$ cat config.mk
export PLATFORM = sky130hd
export DESIGN_NAME = mem_arbiter_flat
export DESIGN_NICKNAME = d
export VERILOG_FILES = /design/src/rtl/mem_arbiter_if.sv /design/src/rtl/mem_arbiter.sv /design/src/flat_wrapper.sv
export SDC_FILE = /design/constraint.sdc
export NUM_CORES = 1
export LEC_CHECK = 0
export ABC_AREA = 1
export CORE_UTILIZATION = 40
export DETAILED_ROUTE_END_ITERATION = 10
export DONT_BUFFER_PORTS = 1
export PLACE_DENSITY_LB_ADDON = 0.1
export SYNTH_ARGS = -nofsm -noshare
export SYNTH_HDL_FRONTEND = slang
export SYNTH_SLANG_ARGS = --single-unit
export TNS_END_PERCENT = 30
$ cat constraint.sdc
create_clock -name clk -period 2.3 [get_ports clk]
set_input_delay 0.23 -clock clk [delete_from_list [all_inputs] [get_ports clk]]
set_output_delay 0.23 -clock clk [all_outputs]
set_load 0.01 [all_outputs]
$ cat src/rtl/mem_arbiter_if.sv
// Bundle for the arbiter: instruction/data requester ports, pipeline freeze,
// and the shared single-port memory bus.
interface mem_arbiter_if;
    logic        inst_req;
    logic [31:0] inst_addr;
    logic [31:0] inst_rdata;
    logic        inst_stall;

    logic        data_req;
    logic        data_wr;
    logic [1:0]  data_size;
    logic [31:0] data_addr;
    logic [31:0] data_wdata;
    logic [3:0]  data_wstrb;
    logic [31:0] data_rdata;
    logic        data_stall;

    logic        longest_stall;

    logic        bus_req;
    logic        bus_wr;
    logic [1:0]  bus_size;
    logic [31:0] bus_addr;
    logic [31:0] bus_wdata;
    logic [3:0]  bus_wstrb;
    logic        bus_addr_ok;
    logic        bus_data_ok;
    logic [31:0] bus_rdata;

    // master: the arbiter, which masters the shared memory bus
    modport master (
        input  inst_req, inst_addr,
        output inst_rdata, inst_stall,
        input  data_req, data_wr, data_size, data_addr, data_wdata, data_wstrb,
        output data_rdata, data_stall,
        input  longest_stall,
        output bus_req, bus_wr, bus_size, bus_addr, bus_wdata, bus_wstrb,
        input  bus_addr_ok, bus_data_ok, bus_rdata
    );

    // slave: the surrounding pipeline stages and the memory
    modport slave (
        output inst_req, inst_addr,
        input  inst_rdata, inst_stall,
        output data_req, data_wr, data_size, data_addr, data_wdata, data_wstrb,
        input  data_rdata, data_stall,
        output longest_stall,
        input  bus_req, bus_wr, bus_size, bus_addr, bus_wdata, bus_wstrb,
        output bus_addr_ok, bus_data_ok, bus_rdata
    );
endinterface

$ cat src/rtl/mem_arbiter.sv
// Arbitrates instruction fetch and data access onto one memory bus with a
// single outstanding transaction; done flags stop re-issue while the pipeline is frozen.
module mem_arbiter #(
    parameter bit DATA_FIRST = 1'b1
) (
    input  logic          clk,
    input  logic          rst,
    mem_arbiter_if.master io_arb
);

    typedef enum logic [2:0] {
        S_IDLE,
        S_I_ADDR,
        S_I_DATA,
        S_D_ADDR,
        S_D_DATA
    } state_t;

    state_t      r_state;
    state_t      w_next_state;

    logic        r_inst_done;
    logic        r_data_done;
    logic [31:0] r_inst_buf;
    logic [31:0] r_data_buf;

    logic        r_bus_wr;
    logic [1:0]  r_bus_size;
    logic [31:0] r_bus_addr;
    logic [31:0] r_bus_wdata;
    logic [3:0]  r_bus_wstrb;

    logic        w_inst_pend;
    logic        w_data_pend;
    logic        w_pick_inst;
    logic        w_pick_data;
    logic        w_inst_complete;
    logic        w_data_complete;

    assign w_inst_pend = io_arb.inst_req & ~r_inst_done;
    assign w_data_pend = io_arb.data_req & ~r_data_done;

    // Data wins a tie only when DATA_FIRST is set; otherwise it waits for inst.
    assign w_pick_data = w_data_pend & (DATA_FIRST | ~w_inst_pend);
    assign w_pick_inst = w_inst_pend & ~w_pick_data;

    assign w_inst_complete = (r_state == S_I_DATA) & io_arb.bus_data_ok;
    assign w_data_complete = (r_state == S_D_DATA) & io_arb.bus_data_ok;

    // NOTE: every always_comb output gets a default first so no path infers a latch.
    always_comb begin
        w_next_state = r_state;
        unique case (r_state)
            S_IDLE: begin
                if (w_pick_data) begin
                    w_next_state = S_D_ADDR;
                end else if (w_pick_inst) begin
                    w_next_state = S_I_ADDR;
                end
            end
            S_I_ADDR: if (io_arb.bus_addr_ok) w_next_state = S_I_DATA;
            S_I_DATA: if (io_arb.bus_data_ok) w_next_state = S_IDLE;
            S_D_ADDR: if (io_arb.bus_addr_ok) w_next_state = S_D_DATA;
            S_D_DATA: if (io_arb.bus_data_ok) w_next_state = S_IDLE;
            default:  w_next_state = S_IDLE;
        endcase
    end

    // NOTE: sequential state uses non-blocking assignments so all registers update together.
    always_ff @(posedge clk or negedge rst) begin
        if (!rst) begin
            r_state <= S_IDLE;
        end else begin
            r_state <= w_next_state;
        end
    end

    // Bus attributes are frozen at issue so the bus never sees requester changes mid-transfer.
    always_ff @(posedge clk or negedge rst) begin
        if (!rst) begin
            r_bus_wr    <= 1'b0;
            r_bus_size  <= 2'd0;
            r_bus_addr  <= 32'd0;
            r_bus_wdata <= 32'd0;
            r_bus_wstrb <= 4'd0;
        end else if (r_state == S_IDLE) begin
            if (w_pick_data) begin
                r_bus_wr    <= io_arb.data_wr;
                r_bus_size  <= io_arb.data_size;
                r_bus_addr  <= io_arb.data_addr;
                r_bus_wdata <= io_arb.data_wdata;
                r_bus_wstrb <= io_arb.data_wstrb;
            end else if (w_pick_inst) begin
                r_bus_wr    <= 1'b0;
                r_bus_size  <= 2'd2;
                r_bus_addr  <= io_arb.inst_addr;
                r_bus_wdata <= 32'd0;
                r_bus_wstrb <= 4'd0;
            end
        end
    end

    // A completion on the same edge the pipeline advances keeps the flag set.
    always_ff @(posedge clk or negedge rst) begin
        if (!rst) begin
            r_inst_done <= 1'b0;
            r_data_done <= 1'b0;
        end else begin
            if (w_inst_complete) begin
                r_inst_done <= 1'b1;
            end else if (!io_arb.longest_stall) begin
                r_inst_done <= 1'b0;
            end
            if (w_data_complete) begin
                r_data_done <= 1'b1;
            end else if (!io_arb.longest_stall) begin
                r_data_done <= 1'b0;
            end
        end
    end

    // NOTE: the response buffers are plain registers, so clearing them on reset is cheap and intended.
    always_ff @(posedge clk or negedge rst) begin
        if (!rst) begin
            r_inst_buf <= 32'd0;
            r_data_buf <= 32'd0;
        end else begin
            if (w_inst_complete) r_inst_buf <= io_arb.bus_rdata;
            if (w_data_complete) r_data_buf <= io_arb.bus_rdata;
        end
    end

    assign io_arb.bus_req    = (r_state == S_I_ADDR) | (r_state == S_D_ADDR);
    assign io_arb.bus_wr     = r_bus_wr;
    assign io_arb.bus_size   = r_bus_size;
    assign io_arb.bus_addr   = r_bus_addr;
    assign io_arb.bus_wdata  = r_bus_wdata;
    assign io_arb.bus_wstrb  = r_bus_wstrb;

    assign io_arb.inst_stall = io_arb.inst_req & ~r_inst_done;
    assign io_arb.data_stall = io_arb.data_req & ~r_data_done;
    assign io_arb.inst_rdata = r_inst_buf;
    assign io_arb.data_rdata = r_data_buf;

endmodule

$ cat src/flat_wrapper.sv
// flat-port wrapper written by rule: the top's interface ports become plain ports
module mem_arbiter_flat 
#(
    parameter bit DATA_FIRST = 1'b1
)
  (clk, rst, io_arb_inst_req, io_arb_inst_addr, io_arb_inst_rdata, io_arb_inst_stall, io_arb_data_req, io_arb_data_wr, io_arb_data_size, io_arb_data_addr, io_arb_data_wdata, io_arb_data_wstrb, io_arb_data_rdata, io_arb_data_stall, io_arb_longest_stall, io_arb_bus_req, io_arb_bus_wr, io_arb_bus_size, io_arb_bus_addr, io_arb_bus_wdata, io_arb_bus_wstrb, io_arb_bus_addr_ok, io_arb_bus_data_ok, io_arb_bus_rdata);
  mem_arbiter_if io_arb_i ();
  input  logic clk;
  input  logic rst;
  input wire logic [$bits(io_arb_i.inst_req)-1:0] io_arb_inst_req;
  input wire logic [$bits(io_arb_i.inst_addr)-1:0] io_arb_inst_addr;
  output wire logic [$bits(io_arb_i.inst_rdata)-1:0] io_arb_inst_rdata;
  output wire logic [$bits(io_arb_i.inst_stall)-1:0] io_arb_inst_stall;
  input wire logic [$bits(io_arb_i.data_req)-1:0] io_arb_data_req;
  input wire logic [$bits(io_arb_i.data_wr)-1:0] io_arb_data_wr;
  input wire logic [$bits(io_arb_i.data_size)-1:0] io_arb_data_size;
  input wire logic [$bits(io_arb_i.data_addr)-1:0] io_arb_data_addr;
  input wire logic [$bits(io_arb_i.data_wdata)-1:0] io_arb_data_wdata;
  input wire logic [$bits(io_arb_i.data_wstrb)-1:0] io_arb_data_wstrb;
  output wire logic [$bits(io_arb_i.data_rdata)-1:0] io_arb_data_rdata;
  output wire logic [$bits(io_arb_i.data_stall)-1:0] io_arb_data_stall;
  input wire logic [$bits(io_arb_i.longest_stall)-1:0] io_arb_longest_stall;
  output wire logic [$bits(io_arb_i.bus_req)-1:0] io_arb_bus_req;
  output wire logic [$bits(io_arb_i.bus_wr)-1:0] io_arb_bus_wr;
  output wire logic [$bits(io_arb_i.bus_size)-1:0] io_arb_bus_size;
  output wire logic [$bits(io_arb_i.bus_addr)-1:0] io_arb_bus_addr;
  output wire logic [$bits(io_arb_i.bus_wdata)-1:0] io_arb_bus_wdata;
  output wire logic [$bits(io_arb_i.bus_wstrb)-1:0] io_arb_bus_wstrb;
  input wire logic [$bits(io_arb_i.bus_addr_ok)-1:0] io_arb_bus_addr_ok;
  input wire logic [$bits(io_arb_i.bus_data_ok)-1:0] io_arb_bus_data_ok;
  input wire logic [$bits(io_arb_i.bus_rdata)-1:0] io_arb_bus_rdata;
  assign io_arb_i.inst_req = io_arb_inst_req;
  assign io_arb_i.inst_addr = io_arb_inst_addr;
  assign io_arb_inst_rdata = io_arb_i.inst_rdata;
  assign io_arb_inst_stall = io_arb_i.inst_stall;
  assign io_arb_i.data_req = io_arb_data_req;
  assign io_arb_i.data_wr = io_arb_data_wr;
  assign io_arb_i.data_size = io_arb_data_size;
  assign io_arb_i.data_addr = io_arb_data_addr;
  assign io_arb_i.data_wdata = io_arb_data_wdata;
  assign io_arb_i.data_wstrb = io_arb_data_wstrb;
  assign io_arb_data_rdata = io_arb_i.data_rdata;
  assign io_arb_data_stall = io_arb_i.data_stall;
  assign io_arb_i.longest_stall = io_arb_longest_stall;
  assign io_arb_bus_req = io_arb_i.bus_req;
  assign io_arb_bus_wr = io_arb_i.bus_wr;
  assign io_arb_bus_size = io_arb_i.bus_size;
  assign io_arb_bus_addr = io_arb_i.bus_addr;
  assign io_arb_bus_wdata = io_arb_i.bus_wdata;
  assign io_arb_bus_wstrb = io_arb_i.bus_wstrb;
  assign io_arb_i.bus_addr_ok = io_arb_bus_addr_ok;
  assign io_arb_i.bus_data_ok = io_arb_bus_data_ok;
  assign io_arb_i.bus_rdata = io_arb_bus_rdata;
  mem_arbiter #(.DATA_FIRST(DATA_FIRST)) u_core (.clk(clk), .rst(rst), .io_arb(io_arb_i));
endmodule
Word-level counts from Yosys, hierarchy flattened

Cells that the tools add are included.

Logic and storage cells: 53
Input port bits: 142
Register bits: 140

Bitwise logic cells: 9
Reductions and logical operators: 5
Equal/unequal tests: 10
Muxes and demuxes: 19

Operator list:

| kind                 | count |
|---|---|
| $mux W32             | 4 |
| $mux W3              | 5 |
| $pmux W3 S4          | 1 |
| $mux W4              | 2 |
| $eq A3 B2 Y1 const B | 2 |
| $ne A2 B1 Y1 const B | 3 |
| $and A1 B1 Y1        | 5 |
| $mux W1              | 5 |
| $mux W2              | 2 |
| $ne A2 B2 Y1 const B | 2 |
| $reduce_and A4 Y1    | 1 |
| $eq A3 B1 Y1 const B | 1 |
| $eq A3 B3 Y1 const B | 1 |
| $logic_not A3 Y1     | 1 |
| $ne A3 B1 Y1 const B | 1 |
| $not A1 Y1           | 3 |
| $reduce_and A2 Y1    | 1 |
| $reduce_bool A2 Y1   | 1 |
| $reduce_or A2 Y1     | 1 |
| $or A1 B1 Y1         | 1 |

Depth between registers and ports, before layout

Depth in word-level cells: 7
Gate-level depth with buffers: 8
Depth with buffers taken out: 8

Worst setup path after synthesis

Ideal clock, no wire load.

Kind: register to register
Start point: register u_core.r_state[2]
End point: register u_core.r_bus_size[0], in the netlist u_core.io_arb.bus_size[0]
Buffers on the path: 2
Period minus slack after synthesis: 1.256 ns
Setup time: 0.121 ns
Setup slack: 1.044 ns
Stages on the path, launching flop included: 8
Arrival: 1.135 ns
Path through: dfrtp_1 -> inv_2 -> nand2_2 -> nor2_4 -> nand2_2 -> buf_6 -> buf_6 -> a22o_1

Word-level cells in the longest chain between the ends: 2

RTL lines:

| item                        | line              | RTL |
|---|---|---|
| start: declaration          | mem_arbiter.sv:19 | `state_t r_state;` |
| start signal: assignment    | mem_arbiter.sv:74 | `r_state <= w_next_state;` |
| $logic_not A3 Y1            | mem_arbiter.sv:86 | `end else if (r_state == S_IDLE) begin` |
| $reduce_and A2 Y1 (no line) | --                |  |
| end signal: assignment      | mem_arbiter.sv:89 | `r_bus_size <= io_arb.data_size;` |
| end: declaration            | mem_arbiter.sv:28 | `logic [1:0] r_bus_size;` |

Every way passes these cells.
A chain may end at the register's enable or synchronous reset.

Final worst setup path

Start point: register u_core.r_state[1]
End point: register u_core.r_bus_wdata[19], in the netlist u_core.io_arb.bus_wdata[19]

Word-level cells in the longest chain between the ends: 2

RTL lines:

| item                        | line              | RTL |
|---|---|---|
| $logic_not A3 Y1            | mem_arbiter.sv:86 |  |
| $reduce_and A2 Y1 (no line) | --                |  |
| end signal: assignment      | mem_arbiter.sv:91 | `r_bus_wdata <= io_arb.data_wdata;` |
| end: declaration            | mem_arbiter.sv:30 | `logic [31:0] r_bus_wdata;` |

Every way passes these cells.

==> reports/results.md <==
* 73.6% — Final Cycle Share
* 62.1% — Yosys top cell area share
* 0 — number of setup violations in the final report
* 280 — Boundary Pins
* built — TritonCTS clock tree
* 40.8% — Starting Density
* 140 — flops & latches, synth
* 0 — post-route antenna net violation count
* 11.4% — ratio of cells with drive above 1 in the final layout
* 545 — Synth Instances
* nand2_1 — dominant cell by count in the synthesized netlist
* 20 — number of distinct standard cells referenced by the synthesized netlist
* 0.00352 uW — leakage dissipation
* -0.493 ns — worst hold slack
* 24.1% — share of power burned in combinational logic
* 0 — total setup buffers inserted after CTS
* 5640 um^2 — post-synthesis instance area
* dfrtp_1 — library cell occupying the most area in the post-synthesis netlist
* 1210 — layout filler cell count
* 14600 um^2 — total die area
* 0.0104 ns — Clock Skews
* 17 — Inserted Clock Buffers
* 0.769 ns — Least-Margin Pin Slew
* 778 — number of nets in the layout
* 5.04 — via density per instance
* 73 — largest fanout on the critical path
* 591 MHz — maximum frequency from static timing analysis
* clkbuf_16 — root buffer selected by CTS
* 687 — synthesized netlist net count
* 141 — pin count of the biggest net entering global routing
* 28.4% — Area Overhead vs Synth
* 0 — post-detailed-route DRC marker count
* u_core.r_state[1] — launch point of the worst reg-to-reg path
* 8.73 mm — placed wire-length estimate after detailed placement
* 2.64 ns — required time of the critical path
* 62.1% — part of the Yosys area used for sequential elements
* 0 — number of synthesized flops with an enable pin
* 0 — count of input and output buffers
* complete, but fails checks — run status
* dfrtp_1 (62%), nand2_1 (9.4%), o21ai_0 (6.0%) — leading post-synthesis cells by cell area
* 6 — number of optimization iterations in the first detailed-route pass
* 140 — Sink Count
* 0 ns — sum of negative setup slack
* 13800 um^2 — area inside the core boundary
* no — setup repair after global routing missed its margin
* 4182 — overall via count from detail_route
* 2.03 ns — arrival time reported for the critical path endpoint
* 52.4% — share of the core filled with cells
* 43 — count of standard-cell rows
* 38.3% — Net Sw Frac
* 0.775 — placer's final routability congestion estimate
* 3850 uW — switching component of the power
* 0 — GR Overflow Total
* 4 — H-tree lvl count
* reg2reg — critical setup path kind
* 0 — number of instances resized during post-cts repair
* 1740 um^2 — footprint of the multi-input gates
* 0 — pins over their slew limit
* 3500 um^2 — area of all sequential standard cells
* 0 — warning count from the yosys run
* 21.7 mm — first-pass GRT wire length
* 263 — starting DRC count in detailed routing
* 6210 uW — Pint
* 25.5% — fraction of power consumed by the clock network
* 0.584 mV — worst supply voltage drop on vdd
* 0 — number of antenna violations at the first check in global routing
* 0 — count of antenna diodes in the layout
* 121 um — height of the chip
* u_core.r_state[1] — start point of the critical path
* 100% — share of flip-flops with an asynchronous set or reset after synthesis
* 697 — Cell Count Post-Placement
* 121 um — die width
* 0 — maximum capacitance violations
* 14.1 mm — routed wire length
* 50.4% — proportion of power drawn by flip-flops and latches
* 1.69 ns — final worst path period need
* 2 — deepest clock path buffer count
* hold timing — failing checks
* nand2_1 (141), dfrtp_1 (140), o21ai_0 (68) — cell types with the highest counts after synthesis
* flip-flop — element type at the critical path end
* 19.5% — Total Routing Usage GR
* flip-flop — CP startpoint kind
* 4199 — via count of the first global-routing pass
* 0.42 ns — Clock Latency Late Sink
* in2async — type of the worst min-delay path
* 10100 uW — final total power
* 829 — Cell Count, Final, Fillers Out
* 0.06 ns — CTS clk-pin slew, worst paths
* dfrtp_1 — most frequently used flop master after synthesis
* 140 — Hold Fails Final Rpt
* 1390 nW/um^2 — PwrDens
* 17.0 um — average wire per cell in the routed design
* 48.8% — worst slew margin relative to its limit
* 10.3 um^2 — Synth Area per Inst
through the flow:
step | setup WS [ns] | instance area, um^2
4_1_cts | 0.615 | 7230
2_1_floorplan | 1.04 | 5640
3_3_place_gp | 0.733 | 5680
5_1_grt | 0.466 | 7240
3_5_place_dp | 0.644 | 5680
6_report | 0.608 | 7240
cell families after synthesis:
logic type / Yosys count / share of synthesized area, %
AOI/OAI and AO/OA: 139 / 16.3
buffers and inverters: 78 / 7.14
DFF: 140 / 62.1
and+or+nand+nor: 188 / 14.5
worst max-delay path, stage by stage (launching register included):
cell and delay [ns]:
dfrtp_1 0.42, inv_1 0.10, nand2_2 0.11, nor2_4 0.04, nand2_2 0.06, buf_4 0.57, a22o_1 0.25
state kept, by name, indices dropped and copies added (netlist names):
register                  cells
u_core.io_arb.bus_wr          1
u_core.r_data_done            1
u_core.io_arb.bus_addr       32
u_core.io_arb.bus_wdata      32
u_core.io_arb.bus_size        2
u_core.r_state                3
u_core.r_inst_done            1
u_core.io_arb.bus_wstrb       4
u_core.io_arb.inst_rdata     32
u_core.io_arb.data_rdata     32
what timing repair did:
item                                    CTS  global route
hold buffers                             99             1
hold endpoints to repair                269           141
endpoints found under the setup margin    0             0
power groups by stage:
stage	combinational [uW]	clock [uW]	sequential, uW
2_1_floorplan	2090	0	4780
3_3_place_gp	2170	0	5120
3_5_place_dp	2300	0	5100
4_1_cts	2440	2620	5080
5_1_grt	2810	2740	5200
6_report	2420	2570	5070
worst paths after layout:
path	end	slack, ns	depth (start not counted)
max in group asynchronous	u_core.io_arb.inst_rdata[29]	2.58	0
hold reg to reg	u_core.r_inst_done	0.54	2
hold / removal	u_core.io_arb.bus_wdata[14]	-0.49	0
min in group clk	u_core.io_arb.bus_addr[6]	0.01	2
setup / recovery	u_core.io_arb.bus_wdata[19]	0.61	6
setup reg to reg	u_core.io_arb.bus_wdata[19]	0.61	6
routing by layer:
layer,wire (um),track usage (%),vias up
li1,-,-,1984
met1,5770,23.1,1989
met2,6980,32.0,187
met4,287,9.18,0
met3,1070,6.46,22
met5,0,0,-
layout make-up:
class / instances / area share, %
Clock inverter: 9 / 1.23
Tap cell: 180 / 3.11
Multi-Input combinational cell: 327 / 24.0
Timing Repair Buffer: 107 / 14.5
Sequential cell: 140 / 48.4
Clock buffer: 23 / 6.46
Inverter: 43 / 2.23
cells in the final DEF (no fill, tap or decap), types with 2 or more instances in the layout:
master	n
nand2_1	141
dfrtp_1	140
dlygate4sd3_1	100
o21ai_0	68
inv_1	42
a22o_1	38
or2_2	32
o211ai_1	32
clkbuf_16	17
buf_4	7
clkbuf_1	4
nor2_1	3
nand2_2	3
nand4_1	3
clkinvlp_4	3
clkinv_4	2
clkinv_2	2
clkbuf_8	2
No activity file was read; power rests on OpenSTA's default activity.
